===== src/rtl/alu_pkg.sv =====
// rtl/alu_pkg.sv - shared divider state type and width limit
package alu_pkg;

  typedef enum logic [1:0] {
    IDLE   = 2'd0,
    CALC   = 2'd1,
    FINISH = 2'd2
  } divn_state_t;

  localparam int DIVN_W_MAX = 32;

endpackage


===== src/rtl/alu_divn_step.sv =====
// rtl/alu_divn_step.sv - one combinational restoring-division step
module alu_divn_step #(
  parameter int WIDTH = 8
) (
  input  logic [WIDTH-1:0] part_in,
  input  logic [WIDTH-1:0] quo_in,
  input  logic [WIDTH-1:0] divisor,
  output logic [WIDTH-1:0] part_out,
  output logic [WIDTH-1:0] quo_out
);

  logic [WIDTH:0] shifted;
  logic [WIDTH:0] diff;
  logic           keep;

  // The stored remainder is always below |b| <= 2^(WIDTH-1), so the shifted
  // value fits WIDTH+1 bits and diff's MSB is a clean sign bit.
  assign shifted  = {part_in, quo_in[WIDTH-1]};
  assign diff     = shifted - {1'b0, divisor};
  assign keep     = ~diff[WIDTH];
  assign part_out = keep ? diff[WIDTH-1:0] : shifted[WIDTH-1:0];
  assign quo_out  = {quo_in[WIDTH-2:0], keep};

endmodule


===== src/rtl/alu_divn.sv =====
// rtl/alu_divn.sv - signed multi-cycle restoring divider; ALU_DIVN_REMAINDER_EN enables the remainder output
module alu_divn
  import alu_pkg::*;
#(
  parameter int WIDTH = 8
) (
  input  logic             clk,
  input  logic             reset_n,
  input  logic             start,
  input  logic             abort,
  input  logic [WIDTH-1:0] a,
  input  logic [WIDTH-1:0] b,
  output logic [WIDTH-1:0] quotient,
  output logic [WIDTH-1:0] remainder,
  output logic             busy,
  output logic             done,
  output logic             div_by_zero,
  output logic             overflow
);

  localparam int CW = $clog2(DIVN_W_MAX + 1);
  localparam logic [WIDTH-1:0] MIN_VAL = {1'b1, {(WIDTH-1){1'b0}}};

  divn_state_t      state;
  logic [CW-1:0]    count;
  logic [WIDTH-1:0] part;
  logic [WIDTH-1:0] quo;
  logic [WIDTH-1:0] dvs;
  logic             sign_a;
  logic             sign_b;
  logic             zero_b;
  logic             ovf_op;

  logic [WIDTH-1:0] part_next;
  logic [WIDTH-1:0] quo_next;
  logic [WIDTH-1:0] a_mag;
  logic [WIDTH-1:0] b_mag;
  logic [WIDTH-1:0] q_fix;

  assign a_mag = a[WIDTH-1] ? -a : a;
  assign b_mag = b[WIDTH-1] ? -b : b;
  assign q_fix = (sign_a ^ sign_b) ? -quo : quo;

  alu_divn_step #(.WIDTH(WIDTH)) u_step (
    .part_in  (part),
    .quo_in   (quo),
    .divisor  (dvs),
    .part_out (part_next),
    .quo_out  (quo_next)
  );

`ifdef ALU_DIVN_REMAINDER_EN
  logic [WIDTH-1:0] r_mag;
  logic [WIDTH-1:0] r_fix;

  // With a zero divisor the shift register still holds |a| untouched.
  assign r_mag = zero_b ? quo : part;
  assign r_fix = sign_a ? -r_mag : r_mag;
`else
  assign remainder = '0;
`endif

  always_ff @(posedge clk or negedge reset_n) begin
    if (!reset_n) begin
      state       <= IDLE;
      count       <= '0;
      part        <= '0;
      quo         <= '0;
      dvs         <= '0;
      sign_a      <= 1'b0;
      sign_b      <= 1'b0;
      zero_b      <= 1'b0;
      ovf_op      <= 1'b0;
      quotient    <= '0;
`ifdef ALU_DIVN_REMAINDER_EN
      remainder   <= '0;
`endif
      busy        <= 1'b0;
      done        <= 1'b0;
      div_by_zero <= 1'b0;
      overflow    <= 1'b0;
    end else begin
      done <= 1'b0;
      case (state)
        IDLE: begin
          if (start && !abort) begin
            part   <= '0;
            count  <= '0;
            quo    <= a_mag;
            dvs    <= b_mag;
            sign_a <= a[WIDTH-1];
            sign_b <= b[WIDTH-1];
            zero_b <= (b == '0);
            ovf_op <= (a == MIN_VAL) && (b == '1);
            busy   <= 1'b1;
            state  <= (b == '0) ? FINISH : CALC;
          end
        end
        CALC: begin
          if (abort) begin
            busy  <= 1'b0;
            state <= IDLE;
          end else begin
            part  <= part_next;
            quo   <= quo_next;
            count <= count + 1'b1;
            if (count == CW'(WIDTH - 1)) state <= FINISH;
          end
        end
        FINISH: begin
          if (!abort) begin
            quotient    <= zero_b ? '0 : q_fix;
`ifdef ALU_DIVN_REMAINDER_EN
            remainder   <= r_fix;
`endif
            div_by_zero <= zero_b;
            overflow    <= ovf_op;
            done        <= 1'b1;
          end
          busy  <= 1'b0;
          state <= IDLE;
        end
        default: state <= IDLE;
      endcase
    end
  end

endmodule


===== config.mk =====
export PLATFORM = sky130hd
export DESIGN_NAME = alu_divn
export DESIGN_NICKNAME = d
export VERILOG_FILES = /design/src/rtl/alu_pkg.sv /design/src/rtl/alu_divn_step.sv /design/src/rtl/alu_divn.sv
export SDC_FILE = /design/constraint.sdc
export NUM_CORES = 1
export LEC_CHECK = 0
export CAP_MARGIN = 30
export CORE_ASPECT_RATIO = 0.9
export CORE_MARGIN = 1.5
export CORE_UTILIZATION = 40
export CTS_CLUSTER_SIZE = 28
export DETAILED_ROUTE_END_ITERATION = 16
export MAX_ROUTING_LAYER = met4
export PLACE_DENSITY_LB_ADDON = 0.2
export SLEW_MARGIN = 15
export SYNTH_ARGS = -nofsm -noshare
export SYNTH_HDL_FRONTEND = slang
export SYNTH_HIERARCHICAL = 1
export SYNTH_SLANG_ARGS = --single-unit

===== constraint.sdc =====
create_clock -name clk -period 3.65 [get_ports clk]
set_clock_uncertainty 0.2 [all_clocks]
set_input_delay 0.365 -clock clk [delete_from_list [all_inputs] [get_ports clk]]
set_output_delay 0.365 -clock clk [all_outputs]
set_load 0.02 [all_outputs]

==> results by group <==
Die
  – Die width: 96.03 um
  – Die area: 8328 sq um
  – Initial core utilization: 0.4129
  – Core Box Area: 7545 sq um
  – Site Rows: 30
  – I/O Pins: 40
  – Chip height: 86.73 um

Timing
  – Final Hold Fails: 0
  – RSZ-0062 raised after global routing: false
  – Worst-margin pin slew: 0.8059 ns
  – Max-slew violations: 0
  – Max Freq: 355.6 MHz
  – Setup TNS: 0 ns
  – Post-layout min period: 2.812 ns
  – Slew headroom: 0.4627
  – Setup Viol. Count Final: 0
  – Period Utilization, post-route: 0.7705

Placement
  – Buffers on Ports: 31
  – Placed Area: 3410 sq um
  – Final Wtd Congestion: 0.8251
  – Detailed Place HPWL: 4.723 mm

Setup path
  – Critical Path AT: 2.80 ns
  – Worst setup SP type: flop
  – Worst EP required: 3.64 ns
  – CP Class: reg2reg
  – CP endpoint kind: flop
  – CP max FO: 9

GRT
  – Vias in the first global route: 2169
  – Initial antenna violation count: 0
  – Total GRT Usage: 0.1660
  – Total grt overflow: 0
  – Largest net degree at the start of global routing: 27
  – First-pass GRT wire length: 10.42 mm

Layout
  – Area growth, synth to finish: 12.77%
  – Most common cell after layout, fill and taps aside: dfrtp_1
  – N_diodes: 0
  – Fin area: 3513 sq um
  – Fillcell total: 754
  – Share of cells above drive strength 1: 0.1003
  – Commonest non-fill, non-tap cells in the layout: dfrtp_1, nand2_1, clkdlybuf4s50_1
  – Post-layout nets: 385

Logic synthesis
  – Cells after Synth: 328
  – Synth Register Bits: 48
  – Seq/Total Area, Yosys: 0.3855
  – Mapped Area: 3115 sq um
  – Distinct cell type count after synthesis: 54
  – Primary FF master, synth: dfrtp_1
  – Post-Syn Area per Cell: 9.498 sq um
  – Async set-reset flop share out of synthesis: 1.000
  – Warning count from the yosys run: 6
  – EDFF count, synth: 0

Drt
  – Vias per inst: 5.162
  – Via count: 2297
  – Drt total wl: 6.051 mm
  – First-pass iteration count of the detailed router: 5
  – Drt initial violations: 69
  – DR WL/cell: 13.60 um
  – Post-route DRC: 0
  – Final ANT Viol Nets: 0

Status
  – Status: completed

Pwr
  – VDD IR max: 0.2849 mV
  – Pleak: 1.538 nW
  – Pwr Density: 806.1 nW/um^2

CTS
  – CTS tree: done
  – Clk buf depth: 2
  – # Post-CTS Setup Buffers: 0
  – Root Driver: clkbuf_8
  – Post-CTS resize count: 0
  – Number of H-tree levels: 2
  – CTS Buf Count: 5
  – Clock Latency Late Sink: 0.30 ns
  – Clk sink count: 48
  – Reg clk slew, reported paths: 0.09 ns

Min path
  – Worst min path class: reg2reg

Run
  – Max-cap violations: 0
## area by class of cell
class | count | area, sq um | area share
multi-input cells | 239 | 1689 | 0.4808
clock buffers | 7 | 86.33 | 0.02457
clock inverters | 1 | 7.507 | 0.002137
repair buffers | 35 | 337.8 | 0.09615
inverters | 19 | 71.32 | 0.02030
well taps | 96 | 120.1 | 0.03419
flip-flops and latches | 48 | 1201 | 0.3419
## through the flow
stage / utilization / setup WS, ns / cells / total power, mW / hold slack, ns
3_5_place_dp: 0.4519 / 0.8287 / 436 / 2.522 / 0.1827
6_report: 0.4657 / 0.8376 / 445 / 2.832 / 0.2790
2_1_floorplan: - / 0.9943 / 335 / 2.207 / -0.1306
5_1_grt: 0.4657 / 0.6677 / 445 / 3.103 / 0.3045
4_1_cts: 0.4657 / 0.8184 / 445 / 2.865 / 0.2880
3_3_place_gp: 0.4519 / 0.8755 / 436 / 2.487 / 0.1758
## worst paths after layout
kind	from	to	slack, ns	depth (start not counted)
min	quotient[0]	quotient[0]	0.28	2
min in group asynchronous	reset_n	quotient[1]	0.37	2
max in group asynchronous	reset_n	dvs[1]	2.13	3
max	quo[7]	part[2]	0.84	10
max reg2reg	quo[7]	part[2]	0.84	10
min reg2reg	quotient[0]	quotient[0]	0.28	2
## cells by family (layout without fill, tap and decap cells)
group,after synthesis,count (layout),share of synthesized area
simple gates,100,100,0.1610
mux,22,22,0.07590
xor+xnor,24,24,0.07349
flops,48,48,0.3855
fa+ha+maj,17,17,0.07068
compound gates,68,68,0.1514
other cells,1,8,0.001204
buf+inv,48,62,0.08072
## worst max-delay path, cell delays in order (launching register included)
cell and delay, ns:
dfrtp_1 0.41, inv_1 0.08, ha_1 0.15, inv_1 0.05, fa_1 0.39, a21o_1 0.19
a21oi_2 0.24, o31ai_4 0.12, xor2_4 0.31, mux2_2 0.38, a22o_1 0.19
## power by group
group,internal (mW),leakage [nW],switching (mW),total (mW)
clock,0.154,0.0445,0.179,0.333
sequential,0.725,0.629,0.168,0.893
combinational,0.757,0.864,0.849,1.61
## cell usage after synthesis, drive strengths merged, types with 3 or more instances
cell type / number / area share
nor4: 5 / 0.010
o211ai: 3 / 0.0088
inv: 19 / 0.023
ha: 16 / 0.064
nand2: 40 / 0.048
dfrtp: 48 / 0.39
mux2i: 9 / 0.029
nand2b: 7 / 0.014
a21oi: 11 / 0.020
nand3: 4 / 0.0064
xor2: 8 / 0.029
o21ai: 21 / 0.034
nor2: 18 / 0.022
a22o: 9 / 0.025
or2: 4 / 0.0080
buf: 22 / 0.049
nor3: 6 / 0.0096
xnor2: 16 / 0.045
nor4b: 4 / 0.011
clkbuf: 7 / 0.0084
a31oi: 3 / 0.0060
o31ai: 8 / 0.024
mux2: 13 / 0.047
## repair_timing
| action | 4_1_cts | 5_1_grt |
|---|---|---|
| endpoints found under the hold margin | 22 | 0 |
| setup endpoints to repair | 0 | 0 |
| hold buffers | 1 | 0 |
## layer usage
metal / global-route usage / vias up / wire [um]
met4: 0.03610 / 0 / 0
met1: 0.2441 / 1077 / 3170
li1: - / 1165 / -
met5: - / - / 0
met2: 0.2337 / 55 / 2625
met3: 0.03421 / 0 / 256
## flip-flops by register name, indices dropped and copies added (netlist names)
| register | cells |
|---|---|
| div_by_zero | 1 |
| count | 6 |
| ovf_op | 1 |
| quotient | 8 |
| dvs | 8 |
| done | 1 |
| state | 2 |
| busy | 1 |
| sign_a | 1 |
| sign_b | 1 |
| zero_b | 1 |
| overflow | 1 |
| quo | 8 |
| part | 8 |
No activity file was read; power rests on OpenSTA's default activity.
